### config.mk
export PLATFORM = sky130hd
export DESIGN_NAME = xor_session_ctrl
export DESIGN_NICKNAME = d
export VERILOG_FILES = /design/src/rtl/xor_session_ctrl.sv
export SDC_FILE = /design/constraint.sdc
export NUM_CORES = 1
export LEC_CHECK = 0
export CORE_MARGIN = 1.5
export CORE_UTILIZATION = 40
export DETAILED_ROUTE_END_ITERATION = 10
export DONT_BUFFER_PORTS = 1
export GPL_TIMING_DRIVEN = 0
export PLACE_DENSITY = 0.56
export SETUP_SLACK_MARGIN = 0.3
export SYNTH_ARGS = -nofsm -noshare
export SYNTH_HDL_FRONTEND = slang
export SYNTH_SLANG_ARGS = --single-unit
### constraint.sdc
create_clock -name iClk -period 2.65 [get_ports iClk]
set_clock_uncertainty 0.2 [all_clocks]
set_input_delay 0 -clock iClk [delete_from_list [all_inputs] [get_ports iClk]]
set_output_delay 0 -clock iClk [all_outputs]
set_load 0.05 [all_outputs]
### src/rtl/xor_session_ctrl.sv
// xor_session_ctrl: sequencer for one XOR-cipher session.
// The FSM clears the datapath, loads the key and then the message through the
// deserializers, and then waits for the encryptor and the serializer to finish.
// The optional watchdog / ERROR state is enabled by defining XOR_CTRL_WDT_EN.
// Without that macro, the active states wait indefinitely and oError is tied low.
module xor_session_ctrl #(
    parameter int KEY_SIZE = 32,
    parameter int MSG_SIZE = 512,
    parameter int TIMEOUT  = 1024
) (
    input  logic                      iClk,
    input  logic                      iRst,
    input  logic                      iStart,
    input  logic                      iAbort,
    input  logic                      iSerial_valid,
    input  logic [$clog2(KEY_SIZE):0] iBit_counter_key,
    input  logic [$clog2(MSG_SIZE):0] iBit_counter_msg,
    input  logic                      iCan_encrypt,
    input  logic                      iEncrypt_done,
    input  logic                      iSerial_end,
    output logic                      oDp_rst_n,
    output logic                      oLoad_key,
    output logic                      oLoad_msg,
    output logic                      oEn,
    output logic                      oBusy,
    output logic                      oDone,
    output logic                      oError,
    output logic [2:0]                oState
);

    localparam int KW = $clog2(KEY_SIZE) + 1;
    localparam int MW = $clog2(MSG_SIZE) + 1;
    localparam logic [KW-1:0] KEY_TGT = KW'(KEY_SIZE);
    localparam logic [MW-1:0] MSG_TGT = MW'(MSG_SIZE);

    typedef enum logic [2:0] {
        S_IDLE      = 3'd0,
        S_CLEAR     = 3'd1,
        S_LOAD_KEY  = 3'd2,
        S_LOAD_MSG  = 3'd3,
        S_ENCRYPT   = 3'd4,
        S_SHIFT_OUT = 3'd5,
        S_DONE      = 3'd6,
        S_ERROR     = 3'd7
    } state_t;

    state_t state_q, state_d;
    logic   clr_cnt_q, clr_cnt_d;
    logic   dp_rst_n_q, dp_rst_n_d;
    logic   load_key_q, load_key_d;
    logic   load_msg_q, load_msg_d;
    logic   busy_q, busy_d;
    logic   done_q, done_d;
    logic   abort_dp;
    logic   en_c;
    logic   wdt_expired;

    // A stalled key assembler is detected by the watchdog, so this ready flag is not decoded
    logic   unused_can_encrypt;
    assign unused_can_encrypt = iCan_encrypt;

    // The shift enable follows the host valid bit while either deserializer is loading
    assign en_c = iSerial_valid && ((state_q == S_LOAD_KEY) || (state_q == S_LOAD_MSG));

`ifdef XOR_CTRL_WDT_EN
    localparam int WW = $clog2(TIMEOUT) + 1;
    localparam logic [WW-1:0] WDT_LIMIT = WW'(TIMEOUT);

    logic [WW-1:0] wdt_q, wdt_d;
    logic          error_q, error_d;

    assign wdt_expired = (wdt_q >= WDT_LIMIT);

    // The watchdog restarts on progress and counts idle cycles in the waiting states, saturating at the limit
    always_comb begin
        wdt_d = wdt_q;
        if ((state_d != state_q) || en_c) begin
            wdt_d = '0;
        end else if ((state_q inside {S_LOAD_KEY, S_LOAD_MSG, S_ENCRYPT, S_SHIFT_OUT})
                     && (wdt_q < WDT_LIMIT)) begin
            wdt_d = wdt_q + WW'(1);
        end
    end

    assign error_d = (state_d == S_ERROR);
    assign oError  = error_q;
`else
    localparam int unused_timeout = TIMEOUT;
    assign wdt_expired = 1'b0;
    assign oError      = 1'b0;
`endif

    // Next state: abort overrides everything; the watchdog yields to real progress in the same cycle
    always_comb begin
        state_d   = state_q;
        clr_cnt_d = clr_cnt_q;
        abort_dp  = 1'b0;
        if (iAbort) begin
            if (state_q != S_IDLE) begin
                state_d = S_IDLE;
            end
            abort_dp = (state_q != S_IDLE) && (state_q != S_ERROR);
        end else begin
            case (state_q)
                S_IDLE, S_ERROR: begin
                    if (iStart) begin
                        state_d   = S_CLEAR;
                        clr_cnt_d = 1'b0;
                    end
                end
                S_CLEAR: begin
                    clr_cnt_d = 1'b1;
                    if (clr_cnt_q) begin
                        state_d = S_LOAD_KEY;
                    end
                end
                S_LOAD_KEY: begin
                    if (iBit_counter_key >= KEY_TGT) begin
                        state_d = S_LOAD_MSG;
                    end else if (wdt_expired) begin
                        state_d = S_ERROR;
                    end
                end
                S_LOAD_MSG: begin
                    if (iBit_counter_msg >= MSG_TGT) begin
                        state_d = S_ENCRYPT;
                    end else if (wdt_expired) begin
                        state_d = S_ERROR;
                    end
                end
                S_ENCRYPT: begin
                    if (iEncrypt_done) begin
                        state_d = S_SHIFT_OUT;
                    end else if (wdt_expired) begin
                        state_d = S_ERROR;
                    end
                end
                S_SHIFT_OUT: begin
                    if (iSerial_end) begin
                        state_d = S_DONE;
                    end else if (wdt_expired) begin
                        state_d = S_ERROR;
                    end
                end
                S_DONE:  state_d = S_IDLE;
                default: state_d = S_IDLE;
            endcase
        end
    end

    // Registered outputs are decoded from the next state so they line up with oState
    always_comb begin
        dp_rst_n_d = !((state_d == S_CLEAR) || abort_dp);
        load_key_d = (state_d == S_LOAD_KEY);
        load_msg_d = (state_d == S_LOAD_MSG);
        busy_d     = (state_d inside {S_CLEAR, S_LOAD_KEY, S_LOAD_MSG, S_ENCRYPT, S_SHIFT_OUT});
        done_d     = (state_d == S_DONE);
    end

    // State, clear counter, watchdog and output registers
    always_ff @(posedge iClk or negedge iRst) begin
        if (!iRst) begin
            state_q    <= S_IDLE;
            clr_cnt_q  <= 1'b0;
            dp_rst_n_q <= 1'b1;
            load_key_q <= 1'b0;
            load_msg_q <= 1'b0;
            busy_q     <= 1'b0;
            done_q     <= 1'b0;
`ifdef XOR_CTRL_WDT_EN
            wdt_q      <= '0;
            error_q    <= 1'b0;
`endif
        end else begin
            state_q    <= state_d;
            clr_cnt_q  <= clr_cnt_d;
            dp_rst_n_q <= dp_rst_n_d;
            load_key_q <= load_key_d;
            load_msg_q <= load_msg_d;
            busy_q     <= busy_d;
            done_q     <= done_d;
`ifdef XOR_CTRL_WDT_EN
            wdt_q      <= wdt_d;
            error_q    <= error_d;
`endif
        end
    end

    assign oDp_rst_n = dp_rst_n_q;
    assign oLoad_key = load_key_q;
    assign oLoad_msg = load_msg_q;
    assign oEn       = en_c;
    assign oBusy     = busy_q;
    assign oDone     = done_q;
    assign oState    = state_q;

endmodule

=== After elaboration in Yosys (flattened, before gate mapping) ===
Index checks and enable logic that the tools add are counted.

* Logic and storage cells: 48
* Register bits after elaboration: 9
* Bits of input ports: 24

* Bitwise gates (word level): 1
* Reductions and logical operators: 11
* Multiplexer cells: 12
* Equality and inequality tests: 15
* $lt $le $gt $ge: 2

{| class="wikitable"
|+ Operator list
! cell !! count
|-
| $mux W3 || 8
|-
| $eq A3 B3 Y1 const B || 7
|-
| $pmux W3 S7 || 1
|-
| $eq A3 B2 Y1 const B || 4
|-
| $ge A10 B10 Y1 const B || 1
|-
| $eq A3 B1 Y1 const B || 2
|-
| $ge A6 B6 Y1 const B || 1
|-
| $reduce_bool A5 Y1 || 1
|-
| $logic_not A3 Y1 || 1
|-
| $ne A3 B3 Y1 const B || 1
|-
| $reduce_and A3 Y1 || 1
|-
| $reduce_bool A3 Y1 || 1
|-
| $logic_and A1 B1 Y1 || 2
|-
| $logic_or A1 B1 Y1 || 2
|-
| $mux W1 || 2
|-
| $ne A2 B2 Y1 const B || 1
|-
| $pmux W1 S2 || 1
|-
| $reduce_bool A2 Y1 || 1
|-
| $reduce_or A2 Y1 || 1
|-
| $logic_not A1 Y1 || 1
|-
| $not A1 Y1 || 1
|}

=== Depth between registers and ports, before layout ===
* Depth after elaboration: 7
* Depth in mapped cells: 6

=== Worst setup path after synthesis ===
Ideal clock, no wire load.

* Path type: register to register
* Start point: register state_q[1], in the netlist oState[1]
* End point: register dp_rst_n_q, in the netlist oDp_rst_n
* Setup slack: 254 ps
* Stages on the path, launching flop included: 7
* Period minus slack after synthesis: 2396 ps
* Path buffers: 1
* Arrival: 2109 ps
* Cell sequence: dfrtp_1 buf_4 and4b_1 or4_4 o21ai_2 nand2_2 o41a_1

* Longest elaborated chain between the ends: 7

{| class="wikitable"
|+ RTL lines
! item !! RTL line !! RTL
|-
| start, declared || 47 || <nowiki>state_t state_q, state_d;</nowiki>
|-
| start signal, assigned || 175 || <nowiki>state_q <= state_d;</nowiki>
|-
| $eq A3 B3 Y1 / $logic_not A3 Y1 (equally long branches) || 104 || <nowiki>case (state_q)</nowiki>
|-
| $reduce_or A2 Y1 || 104 ||
|-
| $pmux W3 S7 || 104 ||
|-
| $mux W3 || 98 || <nowiki>if (iAbort) begin</nowiki>
|-
| $eq A3 B1 Y1 || 153 || <nowiki>dp_rst_n_d = !((state_d == S_CLEAR) || abort_dp);</nowiki>
|-
| $logic_or A1 B1 Y1 * || 153 ||
|-
| $logic_not A1 Y1 * || 153 ||
|-
| named net dp_rst_n_d || 49 || <nowiki>logic dp_rst_n_q, dp_rst_n_d;</nowiki>
|-
| end signal, assigned || 177 || <nowiki>dp_rst_n_q <= dp_rst_n_d;</nowiki>
|-
| end, declared || 49 ||
|}

The timed path passes the listed nets; every way through them passes the cells marked *.
A chain may end at the register's enable or synchronous reset.

=== Worst setup path in the final report ===
* Start point: register state_q[0], in the netlist oState[0]
* End point: register dp_rst_n_q, in the netlist oDp_rst_n

Same word-level chain as after synthesis.

==> results.md <==
- Status: completed
- RSZ-0062 raised after global routing: true
- Average wire per standard cell: between 10 and 15 um
- CTS H-tree lvls: 1
- Maxcap violations: 0
- CP startpoint kind: flop
- WHS: approximately 0.015 ns
- Leakage: around 0.31 nW
- Seq/Total Area, Yosys: 0.4310
- CORE AREA: around 1200 um^2
- ANT cells: 0
- Remaining global-route overflow: 0
- HPWL Detailed: around 870 um
- Clock buffer depth: 2
- Final worst path period need: 2.295 ns
- Clk_lat worst skew: ~0.25 ns
- Port buffer count: 0
- Detailed Route Iter0 Violations: 9
- DR pass1 iterations: 4
- Mean Syn Cell Area: ~9.6 um^2
- Die Span X: 39.25 um
- #FFs+latches synth: 9
- Die extent in y: between 30 and 40 um
- Clock-pin slew on the worst setup and hold paths: around 0.060 ns
- Share of cells above drive strength 1: 0.2985
- Synthesized cell area: 525.5 um^2
- Endpoints failing setup: 0
- Critical setup path kind: reg -> reg
- Vias per cell: between 5 and 6
- Worst Path Arrival: 2.27 ns
- Layout area overhead: 26.67%
- Root Driver: clkbuf_4
- FMAX: approximately 0.44 GHz
- Leading cell types in the layout, fill and taps excluded: dlygate4sd3_1 (6), dfrtp_1 (5), buf_4 (4), a21oi_1 (4), inv_1 (4)
- Final hold vios: 0
- Die area: roughly 1500 um^2
- Crit path max fanout: 8
- Share of the synthesized area in the top cell type: 0.3810
- Final period util: 0.8660
- Area contributors post-synth: dfrtp_1 (38%), dfstp_2 (5.0%), a21oi_1 (3.8%)
- Worst hold path type: in -> reg
- Initial Utilization: 0.4487
- CTS tree: built
- Hold depth: 4
- Yosys cell types: 32
- Power Dens Cells: about 1000 nW/um^2
- Boundary Pins: 34
- Post-Syn Nets: just under 80
- FP Rows: 12
- Yosys warnings: 0
- Most common cell after layout, fill and taps aside: dlygate4sd3_1
- Cell taking the most area after synthesis: dfrtp_1
- Final WL: 1184 um
- Endpoint type of the worst setup path: flop
- Setup TNS: 0 ns
- Syn Inst Count: 55
- Tot GR Track Use: 0.1775
- Antenna violations before repair: 0
- Via count: roughly 470
- Vias in the first global route: between 400 and 500
- Clock Sinks: 9
- First-pass GRT wire length: 1800 um
- Fin. max-slew vios: 0
- Residual DRC: 0
- CTS buffer count: 3
- Reg2reg path depth: 6
- Detail Route Antenna Nets: 0
- Nets: between 90 and 100
- Peak VDD IR: between 0.3 and 0.4 mV
- Largest net degree at the start of global routing: 11
- Worst Path Required: 2.63 ns
- Final Wtd Congestion: around 0.84
## sequential cells by signal, indices dropped and copies added, names as in the netlist
name / flops
oLoad_msg: 1
oBusy: 1
oState: 3
clr_cnt_q: 1
oDone: 1
oDp_rst_n: 1
oLoad_key: 1
## through the flow
step	utilization	worst slack [ns]	instance area [um^2]	total power [mW]	instances
CTS	0.5459	0.3127	639.4	0.6213	79
global placement	0.4658	0.1488	545.5	0.4946	69
floorplan	-	0.3119	528.0	0.4648	55
detailed placement	0.4658	0.1169	545.5	0.5022	69
finish	0.5684	0.3552	665.6	0.6524	81
global route	0.5684	0.2895	665.6	0.6950	81
## logic make-up after synthesis
family	after synthesis	share of synthesized area
multiplexers	1	0.02143
AND/OR/NAND/NOR	19	0.2405
flip-flops	9	0.4310
other	1	0.007136
AO/OA/AOI/OAI	16	0.2048
buffers and inverters	9	0.09520
## where the power goes
part / leakage, nW / switching [mW] / total, mW / internal [mW]
combinational: 0.177 / 0.130 / 0.256 / 0.125
clock: 0.0150 / 0.0458 / 0.104 / 0.0579
sequential: 0.113 / 0.114 / 0.293 / 0.178
## final timing paths
path                                              end  slack [ns]                  start
worst max-delay path              oDp_rst_n$_DFF_PN1_        0.36    oState[0]$_DFF_PN0_
max in group asynchronous         oDp_rst_n$_DFF_PN1_        1.50                   iRst
worst max register to register    oDp_rst_n$_DFF_PN1_        0.36    oState[0]$_DFF_PN0_
worst min-delay path              oDp_rst_n$_DFF_PN1_        0.01            iSerial_end
worst min register to register  clr_cnt_q$_DFFE_PN0P_        0.33  clr_cnt_q$_DFFE_PN0P_
min in group asynchronous         oLoad_key$_DFF_PN0_        0.44                   iRst
## synthesized netlist by cell type
cell type / count
o21ai_0: 2
nor3b_1: 1
and3b_1: 2
conb_1: 1
nand2_2: 1
o22ai_1: 1
buf_2: 1
nand2_1: 1
and3_2: 1
a21oi_1: 4
o21ai_2: 1
o41ai_1: 2
a211oi_1: 2
o21ai_1: 1
buf_6: 1
nor3_1: 1
a21boi_0: 1
and4b_1: 1
o41a_1: 1
clkbuf_1: 1
a31oi_1: 1
and3_1: 2
nor2b_1: 3
and3b_2: 1
dfstp_2: 1
mux2_2: 1
inv_1: 4
buf_4: 2
nand3_1: 1
or4_4: 1
dfrtp_1: 8
nor2_1: 3
## worst max-delay path, stage by stage (launching register included)
cell	delay [ns]
dfrtp_2	0.52
buf_6	0.18
and3b_1	0.18
or4_4	0.56
o21ai_4	0.15
nand2_2	0.07
o41a_1	0.37
## metal layers
layer	global-route usage	up-vias	part of all wire
met3	0.06936	2	0.076
met4	0.05172	0	0.0034
met2	0.3042	24	0.52
met1	0.2000	223	0.40
met5	0	-	0
li1	-	222	-
## final cells by class
| class | count | area (um^2) |
|---|---|---|
| Fill cell | 116 | 505.5 |
| Multi-Input combinational cell | 37 | 260.3 |
| Sequential cell | 9 | 230.2 |
| Timing Repair Buffer | 8 | 75.07 |
| Buffer | 5 | 41.29 |
| Clock buffer | 4 | 26.28 |
| Tap cell | 14 | 17.52 |
| Inverter | 4 | 15.01 |
## timing repair
item,CTS,global route
buffers inserted,0,2
hold buffers,6,0
gates resized for setup,3,2
endpoints found under the hold margin,13,0
pin swaps,1,1
endpoints found under the setup margin,5,1
(Power assumes the default switching activity.)
